==> config.mk <==
export PLATFORM = sky130hd
export DESIGN_NAME = keypad_scanner_4x4
export DESIGN_NICKNAME = d
export VERILOG_FILES = /design/src/rtl/keypad_scanner_4x4.sv
export SDC_FILE = /design/constraint.sdc
export NUM_CORES = 1
export LEC_CHECK = 0
export BUFFER_PORTS_ARGS = -buffer_cell sky130_fd_sc_hd__clkbuf_2
export CAP_MARGIN = 5
export CORE_ASPECT_RATIO = 0.7
export CORE_MARGIN = 3
export CORE_UTILIZATION = 60
export CTS_CLUSTER_DIAMETER = 30
export CTS_CLUSTER_SIZE = 30
export DETAILED_ROUTE_END_ITERATION = 7
export PLACE_DENSITY_LB_ADDON = 0.15
export SLEW_MARGIN = 20
export SYNTH_ARGS = -nofsm -noshare
export SYNTH_HDL_FRONTEND = slang
export SYNTH_SLANG_ARGS = --single-unit
==> constraint.sdc <==
create_clock -name clk -period 4.75 [get_ports clk]
set_input_delay 0.95 -clock clk [delete_from_list [all_inputs] [get_ports clk]]
set_output_delay 0.95 -clock clk [all_outputs]
set_load 0.01 [all_outputs]
==> src/rtl/keypad_scanner_4x4.sv <==
// keypad_scanner_4x4: row-strobed 4x4 matrix keypad scanner with whole-matrix
// debounce, single-key press detection and a one-entry valid/ready output buffer.
// Optional auto-repeat of a held key is built only when KEYPAD_AUTOREPEAT_EN is defined.
module keypad_scanner_4x4 #(
  parameter int CLK_FREQ       = 100_000_000,
  parameter int SCAN_HZ        = 4000,
  parameter int DEBOUNCE_SCANS = 4
`ifdef KEYPAD_AUTOREPEAT_EN
  ,
  parameter int REPEAT_DELAY_SCANS = 500,
  parameter int REPEAT_RATE_SCANS  = 100
`endif
) (
  input  logic       clk,
  input  logic       rst,
  output logic [3:0] row_sel,
  input  logic [3:0] col_in,
  output logic [3:0] key_code,
  output logic       key_valid,
  input  logic       key_ready,
  output logic       key_pressed,
  output logic       overflow
);

  localparam int DWELL_RAW = CLK_FREQ / SCAN_HZ;
  localparam int DWELL     = (DWELL_RAW < 4) ? 4 : DWELL_RAW;
  localparam int DW        = $clog2(DWELL);
  localparam logic [DW-1:0] DWELL_LAST = DW'(DWELL - 1);
  localparam logic [3:0]    DEB        = 4'(DEBOUNCE_SCANS);

  logic [DW-1:0] r_dwell;
  logic [1:0]    r_row;
  logic [3:0]    r_rowSel;
  logic [3:0]    r_sync1;
  logic [3:0]    r_sync2;
  logic [15:0]   r_snap;
  logic [15:0]   r_prevSnap;
  logic [15:0]   r_stable;
  logic [15:0]   r_prevStable;
  logic [3:0]    r_debCnt;
  logic          r_scanDone;
  logic          r_stableUpd;
  logic          r_lock;
  logic          r_keyPressed;
  logic [3:0]    r_keyCode;
  logic          r_keyValid;
  logic          r_overflow;

  logic          w_rowDone;
  logic [1:0]    w_nextRow;
  logic [3:0]    w_nextCnt;
  logic          w_loadStable;
  logic          w_oneHot;
  logic [3:0]    w_stableCode;
  logic          w_pressEvent;
  logic          w_repEvent;
  logic          w_event;

  // Index of the set bit; only meaningful when exactly one bit is set.
  function automatic logic [3:0] encode(input logic [15:0] m);
    logic [3:0] idx;
    idx = '0;
    for (int i = 0; i < 16; i++) begin
      if (m[i]) idx = 4'(i);
    end
    return idx;
  endfunction

  assign w_rowDone    = (r_dwell == DWELL_LAST);
  assign w_nextRow    = r_row + 2'd1;
  assign w_nextCnt    = (r_snap != r_prevSnap) ? 4'd1 :
                        (r_debCnt >= DEB)      ? DEB  : r_debCnt + 4'd1;
  assign w_loadStable = r_scanDone && (w_nextCnt == DEB);
  assign w_oneHot     = (r_stable != 16'd0) && ((r_stable & (r_stable - 16'd1)) == 16'd0);
  assign w_stableCode = encode(r_stable);
  assign w_pressEvent = r_stableUpd && w_oneHot && (r_prevStable == 16'd0) && !r_lock;
  assign w_event      = w_pressEvent || w_repEvent;

  // Two-flop synchronizer on the raw columns, inverted so 1 means pressed.
  always_ff @(posedge clk) begin
    if (rst) begin
      r_sync1 <= '0;
      r_sync2 <= '0;
    end else begin
      r_sync1 <= ~col_in;
      r_sync2 <= r_sync1;
    end
  end

  // Row strobe: sample the columns at the end of each dwell, then step to the next row.
  always_ff @(posedge clk) begin
    if (rst) begin
      r_dwell    <= '0;
      r_row      <= '0;
      r_rowSel   <= 4'b1110;
      r_snap     <= '0;
      r_scanDone <= 1'b0;
    end else begin
      r_scanDone <= 1'b0;
      if (w_rowDone) begin
        r_dwell                    <= '0;
        r_row                      <= w_nextRow;
        r_rowSel                   <= ~(4'b0001 << w_nextRow);
        r_snap[{r_row, 2'b00} +: 4] <= r_sync2;
        r_scanDone                 <= (r_row == 2'd3);
      end else begin
        r_dwell <= r_dwell + DW'(1);
      end
    end
  end

  // Whole-matrix debounce: the stable matrix follows a snapshot repeated DEB scans in a row.
  always_ff @(posedge clk) begin
    if (rst) begin
      r_debCnt     <= '0;
      r_prevSnap   <= '0;
      r_stable     <= '0;
      r_prevStable <= '0;
      r_stableUpd  <= 1'b0;
    end else begin
      r_stableUpd <= 1'b0;
      if (r_scanDone) begin
        r_debCnt   <= w_nextCnt;
        r_prevSnap <= r_snap;
        if (w_loadStable) begin
          r_prevStable <= r_stable;
          r_stable     <= r_snap;
          r_stableUpd  <= 1'b1;
        end
      end
    end
  end

  // Multi-key lockout holds until the stable matrix is fully released; also tracks key_pressed.
  always_ff @(posedge clk) begin
    if (rst) begin
      r_lock       <= 1'b0;
      r_keyPressed <= 1'b0;
    end else begin
      r_keyPressed <= |r_stable;
      if (r_stableUpd) begin
        if (r_stable == 16'd0) r_lock <= 1'b0;
        else if (!w_oneHot)    r_lock <= 1'b1;
      end
    end
  end

`ifdef KEYPAD_AUTOREPEAT_EN
  localparam int REP_MAX = (REPEAT_DELAY_SCANS > REPEAT_RATE_SCANS) ?
                           REPEAT_DELAY_SCANS : REPEAT_RATE_SCANS;
  localparam int RW      = $clog2(REP_MAX + 1);

  logic [RW-1:0] r_repCnt;
  logic          r_repStarted;
  logic          r_repEvent;
  logic [RW-1:0] w_repTarget;
  logic          w_stableChg;

  assign w_repTarget = r_repStarted ? RW'(REPEAT_RATE_SCANS) : RW'(REPEAT_DELAY_SCANS);
  assign w_stableChg = w_loadStable && (r_snap != r_stable);
  assign w_repEvent  = r_repEvent;

  // Count scans while a single unlocked key is held; fire the first repeat after the delay, then at the rate.
  always_ff @(posedge clk) begin
    if (rst) begin
      r_repCnt     <= '0;
      r_repStarted <= 1'b0;
      r_repEvent   <= 1'b0;
    end else begin
      r_repEvent <= 1'b0;
      if (w_stableChg) begin
        r_repCnt     <= '0;
        r_repStarted <= 1'b0;
      end else if (r_scanDone && w_oneHot && !r_lock) begin
        if (r_repCnt + RW'(1) == w_repTarget) begin
          r_repCnt     <= '0;
          r_repStarted <= 1'b1;
          r_repEvent   <= 1'b1;
        end else begin
          r_repCnt <= r_repCnt + RW'(1);
        end
      end
    end
  end
`else
  assign w_repEvent = 1'b0;
`endif

  // Single-entry output buffer: accept an event if empty or draining this cycle, else flag overflow.
  always_ff @(posedge clk) begin
    if (rst) begin
      r_keyCode  <= '0;
      r_keyValid <= 1'b0;
      r_overflow <= 1'b0;
    end else begin
      r_overflow <= 1'b0;
      if (w_event) begin
        if (!r_keyValid || key_ready) begin
          r_keyCode  <= w_stableCode;
          r_keyValid <= 1'b1;
        end else begin
          r_overflow <= 1'b1;
        end
      end else if (r_keyValid && key_ready) begin
        r_keyValid <= 1'b0;
      end
    end
  end

  assign row_sel     = r_rowSel;
  assign key_code    = r_keyCode;
  assign key_valid   = r_keyValid;
  assign key_pressed = r_keyPressed;
  assign overflow    = r_overflow;

endmodule

# Word level (Yosys, flattened, before mapping)
# Index checks and enable logic that the tools add are counted.
# op_classes
order_cmp	1
n_bitwise	6
add_sub_neg	5
n_reduce_logical	23
shift	3
n_eq_ne	6
muxes	25
# ops
cell	n
$mux W4	15
$logic_not A16 Y1	3
$and A16 B16 Y16	1
$bwmux W16	1
$ne A16 B16 Y1	1
$reduce_bool A16 Y1	1
$reduce_or A16 Y1	1
$shift A4 B6 Y16 const A	1
$shiftx A4 B6 Y16	1
$sub A16 B1 Y16 const B	1
$add A15 B1 Y15 const B	1
$eq A15 B15 Y1 const B	1
$mux W1	8
$not A4 Y4	2
$reduce_and A2 Y1	4
$reduce_or A2 Y1	4
$logic_and A1 B1 Y1	6
$neg A4 Y6	1
$add A4 B1 Y4 const B	1
$eq A4 B3 Y1 const B	1
$ge A4 B3 Y1 const B	1
$ne A2 B1 Y1 const B	2
$shl A1 B2 Y4 const A	1
$not A1 Y1	3
other kinds (6)	7
# word_totals
input_bits	7
wordCells	86
ff_bits	107
output_inout_bits	11

# Depth between registers and ports, before layout
# Gate-level depths: netlist (run 1).
# depth
word_depth	15
depth_mapped	9
ltp_nobuf	7

# Least setup slack after synthesis (run 1)
# Ideal clock, no wire load.
# synth_timing
path_type	reg-to-reg
startpoint	register r_stable[2]
endpoint	register r_keyCode[0] (netlist: key_code[0])
path_stages_with_launch	7
setup_slack_ps	2511
setup_time_ps	116
synth_period_minus_slack_ps	2239
arrival_time_ps	2123
path_cell_list	dfxtp_1 -> buf_4 -> or4_4 -> nor4_2 -> o2111ai_4 -> or4_1 -> o211a_1
# synth_between
elab_chain_len	14
# synth_rtl
element	line	source
start, declared	38	logic [15:0] r_stable;
start signal, assigned	127	r_stable <= r_snap;
$mux W2	64	if (m[i]) idx = 4'(i);
$mux W4 (13 in a row)	64	
end signal, assigned	199	r_keyCode <= w_stableCode;
end, declared	45	logic [3:0] r_keyCode;
# Several ways; a longest one is shown, not always the timed one.
# A chain may end at the register's enable or synchronous reset.

# Worst setup path in the final report (run 1)
# layout_timing
startpoint	register r_stable[4]
endpoint	register r_keyCode[0] (netlist: key_code[0])
# layout_between
elab_chain_len	12
# layout_rtl
element
parallel branches: the longest is 12 deep, another holds $sub A16 B1 Y16
# Parallel ways; which one is timed is not known.

==> impl_metrics.json, run 1 <==
{
  "drive_above_1_share_pct": 9.467,
  "hold_violations": 0,
  "synth_area_mm2": 0.004637,
  "grt_max_degree": 58,
  "maxCapViolations": 0,
  "dp_hpwl_um": 6717,
  "ir_worst_vdd_mv": 0.2864,
  "hold_buffers": 0,
  "critical_path_class": "flip-flop to flip-flop",
  "p_per_area_mw_per_mm2": 314.2,
  "holdPathEnd": "r_sync2[3]",
  "n_fill_cell": 602,
  "drt_iter0_drc": 224,
  "grt_pass1_vias": 3240,
  "hold_ws_ns": 0.4517,
  "syn_nets": 517,
  "rsz0062_at_grt": "false",
  "fmaxAchievable_ghz": 0.3915,
  "grt_overflow_total": 0,
  "cts_tree": "yes",
  "synth_commonest_cells": "dfxtp_1 (107), nor2_1 (89), mux2i_1 (49), nand2_1 (31), nand3_1 (25)",
  "cts_max_level": 3,
  "grt_antenna_before_repair": 0,
  "r2r_end": "key_code[0]",
  "synth_seq_cells": 107,
  "grtUsageTotal_pct": 22.50,
  "drt-pass1-iter-count": 4,
  "routed.top_layer": "met4",
  "viasPerCell": 5.770,
  "area_delta_synth_final_pct": 7.178,
  "initial_core_util_pct": 62.79,
  "ios": 18,
  "timing.final.crit_share_pct": 53.78,
  "hold_path.class": "flip-flop to flip-flop",
  "grt_first_pass_wirelength_um": 15950,
  "clkLatencyLatePin_ns": 0.37,
  "met2WireLength_um": 4093,
  "timing_max_transition_violations_final": 0,
  "finish.utilization_pct": 67.30,
  "end_kind": "flip-flop",
  "cts-resized-gates": 0,
  "setup_viol": 0,
  "diodes": 0,
  "avgRoutedWirePerCell_um": 15.67,
  "syn_avg_cell_area_um2": 9.237,
  "fp-row-count": 26,
  "ys_top_cells_by_area": "dfxtp_1 (46%), mux2i_1 (11%), nor2_1 (7.2%)",
  "netlist_instances": 502,
  "die-area_mm2": 0.008836,
  "cts_max_path_buffers": 2,
  "fin_skew_ns": 0.006684,
  "pre_cts_ws_ns": 2.114,
  "synth-main-ff-cell": "dfxtp_1",
  "vias": 3491,
  "fin_crit_ns": 2.554,
  "rr_worst_depth": 6,
  "cp_max_fo": 10,
  "power_mw": 1.562,
  "cts_root_buf": "clkbuf_8",
  "cts_buffers": 9,
  "synthArstFlopShare_pct": 0,
  "cts.sinks": 107,
  "whs_path_depth": 1,
  "worstMarginPinSlew_ns": 1.085,
  "yosysTopAreaCell": "dfxtp_1",
  "worstSetupStartpointType": "flip-flop",
  "gp_congestion": 0.8208,
  "coreArea_mm2": 0.007385,
  "die_x_um": 111.1,
  "synth.most_common_cell": "dfxtp_1",
  "power.leakage_nw": 2.142,
  "status": "complete, no violations",
  "regToRegSetupSlack_ns": 2.20,
  "post-cts-setup-buffers": 0,
  "rr_startpoint": "r_stable[4]",
  "nets": 517,
  "synth_enable_flop_cells": 0,
  "ys_seq_area_share_pct": 46.20,
  "wirelength_um": 9481,
  "critPathArrivalTime_ns": 2.83,
  "ys_types": 53,
  "clk_pin_slew_ns": 0.09,
  "fp.dieH_um": 79.55,
  "met3_wirelength_um": 423,
  "synth_top_cell_area_share_pct": 46.20,
  "setup_ws_ns": 2.196,
  "hp-start": "r_sync1[3]",
  "crit_required_ns": 5.02,
  "numPortBuffers": 17,
  "synth_warnings": 0,
  "slew_headroom_pct": 27.59,
  "drc": 0,
  "finalSetupTns_ns": 0,
  "wl_met1_um": 4845,
  "drtAntennaViolNets": 0
}
-- cells in the final DEF (no fill, tap or decap), types with 9 or more instances in the layout --
master / n
nand3_1: 25
nor4_1: 13
dfxtp_1: 107
mux2i_1: 49
a21oi_1: 22
xnor2_1: 15
clkbuf_8: 11
clkbuf_2: 16
nor2_1: 89
xor2_1: 15
nand2_1: 31
nor3_1: 9
-- kinds of logic (layout without fill, tap and decap cells) --
logic type / after synthesis / count (layout) / synth area share [%]
xor+xnor: 30 / 30 / 5.667
flops: 107 / 107 / 46.20
fa+ha+maj: 10 / 10 / 2.617
compound gates: 50 / 50 / 7.502
buf+inv: 37 / 42 / 3.400
simple gates: 219 / 219 / 24.04
mux: 49 / 49 / 10.58
-- final cells by class --
type                       count  area, um^2  area share [%]
multi-input combinational    358        2342           47.13
sequential                   107        2142           43.10
clock buffer                  11       151.4           3.046
tap                           98       122.6           2.467
timing repair buffer          19       100.1           2.014
clock inverter                 5       85.08           1.712
inverter                       7       26.28          0.5287
-- per-stage QoR --
stage	instance area, um^2	instances
3_3_place_gp	4733	589
3_5_place_dp	4733	589
2_1_floorplan	4637	502
6_report	4970	605
4_1_cts	4970	605
5_1_grt	4970	605
-- how the worst max path moves through the flow --
stage,start,endpoint,slack [ns],cells past startpoint
after global placement,rst,key_code[1],2.15,4
after floorplan,r_stable[2],key_code[0],2.51,6
after global routing,r_scanDone,r_debCnt[1],2.12,4
after detailed placement,rst,key_code[1],2.11,4
final,r_stable[4],key_code[0],2.20,6
after CTS,r_stable[3],key_code[0],2.22,6
-- layer usage --
metal | up-vias | track usage (%)
met4 | 0 | 6.683
met5 | - | 0
met3 | 11 | 5.152
met2 | 59 | 34.38
met1 | 1679 | 31.99
li1 | 1742 | -
-- state kept, by name, summed over array words and instances, names as in the netlist, 2 cells and up --
signal,cells
r_sync1,4
r_sync2,4
r_debCnt,4
row_sel,4
r_stable,16
r_dwell,15
r_prevStable,16
r_snap,16
r_prevSnap,16
r_row,2
key_code,4
-- power breakdown --
group          switching [mW]  internal, mW
Clock                   0.305         0.327
Sequential            0.00408         0.902
Combinational          0.0173       0.00673
Total                   0.326          1.24
-- critical path, cell delays in order (launching register included) --
cell,delay [ns]
dfxtp_1,0.46
nor4_4,0.55
nand3_2,0.12
maj3_2,0.33
a41o_1,0.28
or4_1,0.56
o211a_1,0.14
No activity file was read; power rests on OpenSTA's default activity.
==> run 2, diff against run 1 <==
--- a/config.mk
+++ b/config.mk
@@ -5,11 +5,12 @@
 export SDC_FILE = /design/constraint.sdc
 export NUM_CORES = 1
 export LEC_CHECK = 0
+export ABC_AREA = 1
 export BUFFER_PORTS_ARGS = -buffer_cell sky130_fd_sc_hd__clkbuf_2
 export CAP_MARGIN = 5
 export CORE_ASPECT_RATIO = 0.7
 export CORE_MARGIN = 3
-export CORE_UTILIZATION = 60
+export CORE_UTILIZATION = 55
 export CTS_CLUSTER_DIAMETER = 30
 export CTS_CLUSTER_SIZE = 30
 export DETAILED_ROUTE_END_ITERATION = 7
==> constraint.sdc (replaced) <==
create_clock -name clk -period 2.3 [get_ports clk]
set_input_delay 0.46 -clock clk [delete_from_list [all_inputs] [get_ports clk]]
set_output_delay 0.46 -clock clk [all_outputs]
set_load 0.01 [all_outputs]
==> run 2 against run 1 <==
Compared with the run above: sequential share of layout area is 2.4 points lower; largest power group unchanged; via count grew 15%; synthesized cell count up 29%; first-iteration DRC count grew 32%; die area is 11% higher.
==> impl_metrics.json, run 2 <==
{
  "status": "complete, no violations",
  "fmaxAchievable_ghz": 0.5048,
  "drc": 0,
  "critPathArrivalTime_ns": 2.22,
  "vias": 4009,
  "grt_overflow_total": 0,
  "cts_max_level": 3,
  "die-area_mm2": 0.009846,
  "wirelength_um": 10010,
  "area_delta_synth_final_pct": 10.23,
  "diodes": 0,
  "placedCellCount": 765,
  "gp_congestion": 0.8734,
  "worstSetupStartpointType": "flip-flop",
  "drive_above_1_share_pct": 9.474,
  "critical_path_class": "flip-flop to flip-flop",
  "dp_hpwl_um": 7179,
  "synth_seq_cells": 107,
  "cts_buffers": 9,
  "grt_max_degree": 66,
  "cts-resized-gates": 0,
  "n_fill_cell": 742,
  "timing.final.crit_share_pct": 86.13,
  "synth_enable_flop_cells": 0,
  "viasPerCell": 5.133,
  "die_x_um": 117.3,
  "fin_crit_ns": 1.981,
  "end_kind": "flip-flop",
  "syn_avg_cell_area_um2": 7.374,
  "synth_area_mm2": 0.004771,
  "maxCapViolations": 0,
  "initial_core_util_pct": 58.60,
  "cts.sinks": 107,
  "drt-pass1-iter-count": 4,
  "grtUsageTotal_pct": 21.32,
  "synth.most_common_cell": "nand2_1",
  "final_common_cell": "nand2_1",
  "fin_cells": 781,
  "hold_path.class": "primary input to flip-flop",
  "clk_pin_slew_ns": 0.07,
  "coreArea_mm2": 0.008142,
  "numPortBuffers": 17,
  "syn_nets": 662,
  "synth_warnings": 0,
  "netlist_instances": 647,
  "finalSetupTns_ns": 0,
  "grt_antenna_before_repair": 0,
  "crit_required_ns": 2.54,
  "hold_ws_ns": 0.2538,
  "cp_max_fo": 65,
  "power.leakage_nw": 2.401,
  "rsz0062_at_grt": "false",
  "worstMarginPinSlew_ns": 0.6116,
  "p_per_area_mw_per_mm2": 676.2,
  "ir_worst_vdd_mv": 0.5975,
  "ys_types": 41,
  "synth-main-ff-cell": "dfxtp_1",
  "drtAntennaViolNets": 0,
  "hold_buffers": 0,
  "ios": 18,
  "slew_headroom_pct": 59.23,
  "ys_top_cells_by_area": "dfxtp_1 (45%), nand2_1 (9.9%), nor2_1 (9.0%)",
  "nets": 675,
  "yosysTopAreaCell": "dfxtp_1",
  "timing_max_transition_violations_final": 0,
  "synthArstFlopShare_pct": 0,
  "grt_first_pass_wirelength_um": 17340,
  "fp.dieH_um": 83.93,
  "cts_max_path_buffers": 2,
  "post-cts-setup-buffers": 0,
  "avgRoutedWirePerCell_um": 12.82,
  "grt_pass1_vias": 3678,
  "final_cell_mix": "nand2_1 (126), nor2_1 (115), dfxtp_1 (107)",
  "ys_seq_area_share_pct": 44.90,
  "setup_viol": 0,
  "synth_commonest_cells": "nand2_1 (126), nor2_1 (115), dfxtp_1 (107), inv_1 (83), a21oi_1 (39)",
  "drt_iter0_drc": 295,
  "synth_top_cell_area_share_pct": 44.90,
  "cts_tree": "yes",
  "hold_violations": 0,
  "clkLatencyLatePin_ns": 0.35,
  "fin_skew_ns": 0.006529,
  "power_mw": 3.556,
  "fp-row-count": 27,
  "cts_root_buf": "clkbuf_16"
}
[run 2: layout make-up]
type                       count  area [um^2]  area share, %
clock buffer                  10        239.0          4.544
clock inverter                 6        72.57          1.380
inverter                      89        334.1          6.353
multi-input combinational    429         2188          41.61
sequential                   107         2142          40.73
tap                          116        145.1          2.760
timing repair buffer          24        137.6          2.617
[run 2: path summary, 6_finish.rpt]
check,slack (ns),start,end,cells after the start
worst max register to register,0.32,r_snap[10],r_prevStable[10],8
worst max-delay path,0.32,r_snap[10],r_prevStable[10],8
worst min-delay path,0.25,col_in[2],r_sync1[2],2
worst min register to register,0.41,r_sync1[3],r_sync2[3],2
[run 2: kinds of logic (layout without fill, tap and decap cells)]
logic type | Yosys count | count (layout) | share of synthesized area [%]
AO/OA/AOI/OAI | 106 | 106 | 12.98
XOR/XNOR | 17 | 17 | 3.121
flip-flops | 107 | 107 | 44.90
adder cells (fa/ha/maj) | 8 | 8 | 2.098
buffers and inverters | 111 | 129 | 9.336
AND/OR/NAND/NOR | 298 | 298 | 27.56
[run 2: through the flow]
stage                     worst slack, ns  utilization, %  instance area (um^2)
after floorplan                    0.5571               -                  4771
after global placement             0.3722           60.77                  4947
after detailed placement           0.3370           60.77                  4947
after CTS                          0.3400           64.59                  5259
final                              0.3189           64.59                  5259
after global routing               0.1416           64.59                  5259
[run 2: routing by layer]
layer | vias up | GRT usage, % | share of wire, %
met2 | 86 | 31.50 | 41
met3 | 9 | 6.843 | 5.2
met4 | 0 | 4.047 | 0.85
met5 | - | 0 | 0
met1 | 1821 | 30.68 | 53
li1 | 2093 | - | -
[run 2: worst max-delay path, cell delays in order (launching register included)]
cell     delay (ns)
dfxtp_1        0.35
xnor2_1        0.21
nand4_1        0.11
nor2_1         0.19
nor3b_2        0.32
nand3_2        0.09
buf_4          0.32
nor2_1         0.19
nor2_1         0.06
[run 2: report_power, final]
part / internal, mW / switching [mW] / total, mW
clock network: 0.886 / 0.713 / 1.60
logic: 0.0244 / 0.0590 / 0.0834
registers: 1.86 / 0.0105 / 1.87
total: 2.77 / 0.783 / 3.56
==> run 3, diff against run 2 <==
--- a/config.mk
+++ b/config.mk
@@ -15,6 +15,7 @@
 export CTS_CLUSTER_SIZE = 30
 export DETAILED_ROUTE_END_ITERATION = 7
 export PLACE_DENSITY_LB_ADDON = 0.15
+export RECOVER_POWER = 50
 export SLEW_MARGIN = 20
 export SYNTH_ARGS = -nofsm -noshare
 export SYNTH_HDL_FRONTEND = slang
==> run 3 against run 2 <==
Compared with the run above: flip-flop and latch count stayed put; sequential share of layout area rose by 0.19 points; first-iteration DRC count is 13% higher; total power down 0.22%; fmax decreased by 2.7%; critical path depth down 3.
==> impl_metrics.json, run 3 (synthesized netlist as in run 2, its figures left out) <==
{
  "status": "complete, no violations",
  "drive_above_1_share_pct": 7.068,
  "grt_first_pass_wirelength_um": 17340,
  "power.leakage_nw": 2.358,
  "drt-pass1-iter-count": 4,
  "cts_root_buf": "clkbuf_16",
  "numPortBuffers": 17,
  "worstSetupStartpointType": "primary input",
  "placedCellCount": 765,
  "critical_path_class": "primary input to flip-flop",
  "hold_violations": 0,
  "diodes": 0,
  "finalSetupTns_ns": 0,
  "fp-row-count": 27,
  "grtUsageTotal_pct": 21.32,
  "avgRoutedWirePerCell_um": 12.77,
  "cts.sinks": 107,
  "worstMarginPinSlew_ns": 1.101,
  "die-area_mm2": 0.009846,
  "power_mw": 3.548,
  "cts-resized-gates": 0,
  "critPathArrivalTime_ns": 2.31,
  "timing_max_transition_violations_final": 0,
  "dp_hpwl_um": 7179,
  "slew_headroom_pct": 26.59,
  "grt_antenna_before_repair": 0,
  "power_switching_mw": 0.7772,
  "hold_buffers": 0,
  "timing.final.crit_share_pct": 88.53,
  "cts_tree": "yes",
  "maxCapViolations": 0,
  "grt_max_degree": 66,
  "grt_overflow_total": 0,
  "crit_required_ns": 2.57,
  "cp_max_fo": 25,
  "grt_pass1_vias": 3678,
  "drt_iter0_drc": 333,
  "drtAntennaViolNets": 0,
  "ios": 18,
  "gp_congestion": 0.8734,
  "seqPwrFrac_pct": 52.8,
  "coreArea_mm2": 0.008142,
  "hold_path.class": "primary input to flip-flop",
  "end_kind": "flip-flop",
  "final_common_cell": "nand2_1",
  "fin_crit_ns": 2.036,
  "rsz0062_at_grt": "false",
  "fin_skew_ns": 0.006071,
  "wirelength_um": 9972,
  "vias": 4025,
  "cts_max_path_buffers": 2,
  "final_cell_mix": "nand2_1 (126), nor2_1 (115), dfxtp_1 (107)",
  "drc": 0,
  "die_x_um": 117.3,
  "initial_core_util_pct": 58.60,
  "cts_buffers": 9,
  "p_per_area_mw_per_mm2": 678.0,
  "cts_max_level": 3,
  "clk_pin_slew_ns": 0.07,
  "nets": 675,
  "swShare_pct": 21.90,
  "p_int_mw": 2.771,
  "fin_cells": 781,
  "clkLatencyLatePin_ns": 0.35,
  "ir_worst_vdd_mv": 0.5948,
  "fp.dieH_um": 83.93,
  "area_delta_synth_final_pct": 9.704,
  "power_frac_comb_pct": 2.3,
  "clkPwrFrac_pct": 44.9,
  "n_fill_cell": 748,
  "fmaxAchievable_ghz": 0.4911,
  "post-cts-setup-buffers": 0,
  "viasPerCell": 5.154,
  "setup_viol": 0
}
-- run 3: worst paths after layout --
| kind | to | slack, ns | cells after the start | from |
|---|---|---|---|---|
| max | r_row[1] | 0.26 | 5 | rst |
| min | r_sync1[2] | 0.25 | 2 | col_in[2] |
| max reg2reg | r_stable[14] | 0.34 | 9 | r_snap[10] |
| min reg2reg | r_sync2[3] | 0.41 | 2 | r_sync1[3] |
-- run 3: worst max-delay path, stage by stage --
cell and delay, ns:
clkbuf_1 0.31, inv_1 0.16, clkbuf_1 0.82, nand4_1 0.32, o22ai_1 0.23
-- run 3: cell type report --
| class | count | area (um^2) | share of cell area, % |
|---|---|---|---|
| inverter | 89 | 334.1 | 6.383 |
| clock buffer | 10 | 239.0 | 4.566 |
| tap | 116 | 145.1 | 2.773 |
| multi-input combinational | 429 | 2188 | 41.81 |
| clock inverter | 6 | 72.57 | 1.387 |
| sequential | 107 | 2142 | 40.93 |
| timing repair buffer | 24 | 112.6 | 2.152 |
-- run 3: power groups by stage --
stage | Combinational (mW) | Sequential, mW | Clock (mW)
2_1_floorplan | 0.0552 | 1.92 | 0
3_3_place_gp | 0.0814 | 1.92 | 0
3_5_place_dp | 0.0825 | 1.92 | 0
4_1_cts | 0.0826 | 1.87 | 1.63
5_1_grt | 0.0914 | 1.87 | 1.70
6_report | 0.0803 | 1.87 | 1.59
-- run 3: per-layer routing --
layer,vias up,global-route usage [%],wire [um]
li1,2091,-,-
met1,1832,30.68,5226
met2,93,31.50,4067
met3,9,6.843,593
met4,0,4.047,85
met5,-,0,0
-- run 3: stage by stage --
step | hold slack [ns] | worst slack, ns | area [um^2] | util [%]
final | 0.2532 | 0.2638 | 5234 | 64.28
after global routing | 0.2510 | 0.08274 | 5234 | 64.28
after CTS | 0.2444 | 0.3400 | 5259 | 64.59
after detailed placement | 0.3958 | 0.3370 | 4947 | 60.77
after global placement | 0.3956 | 0.3722 | 4947 | 60.77
after floorplan | 0.3883 | 0.5571 | 4771 | -
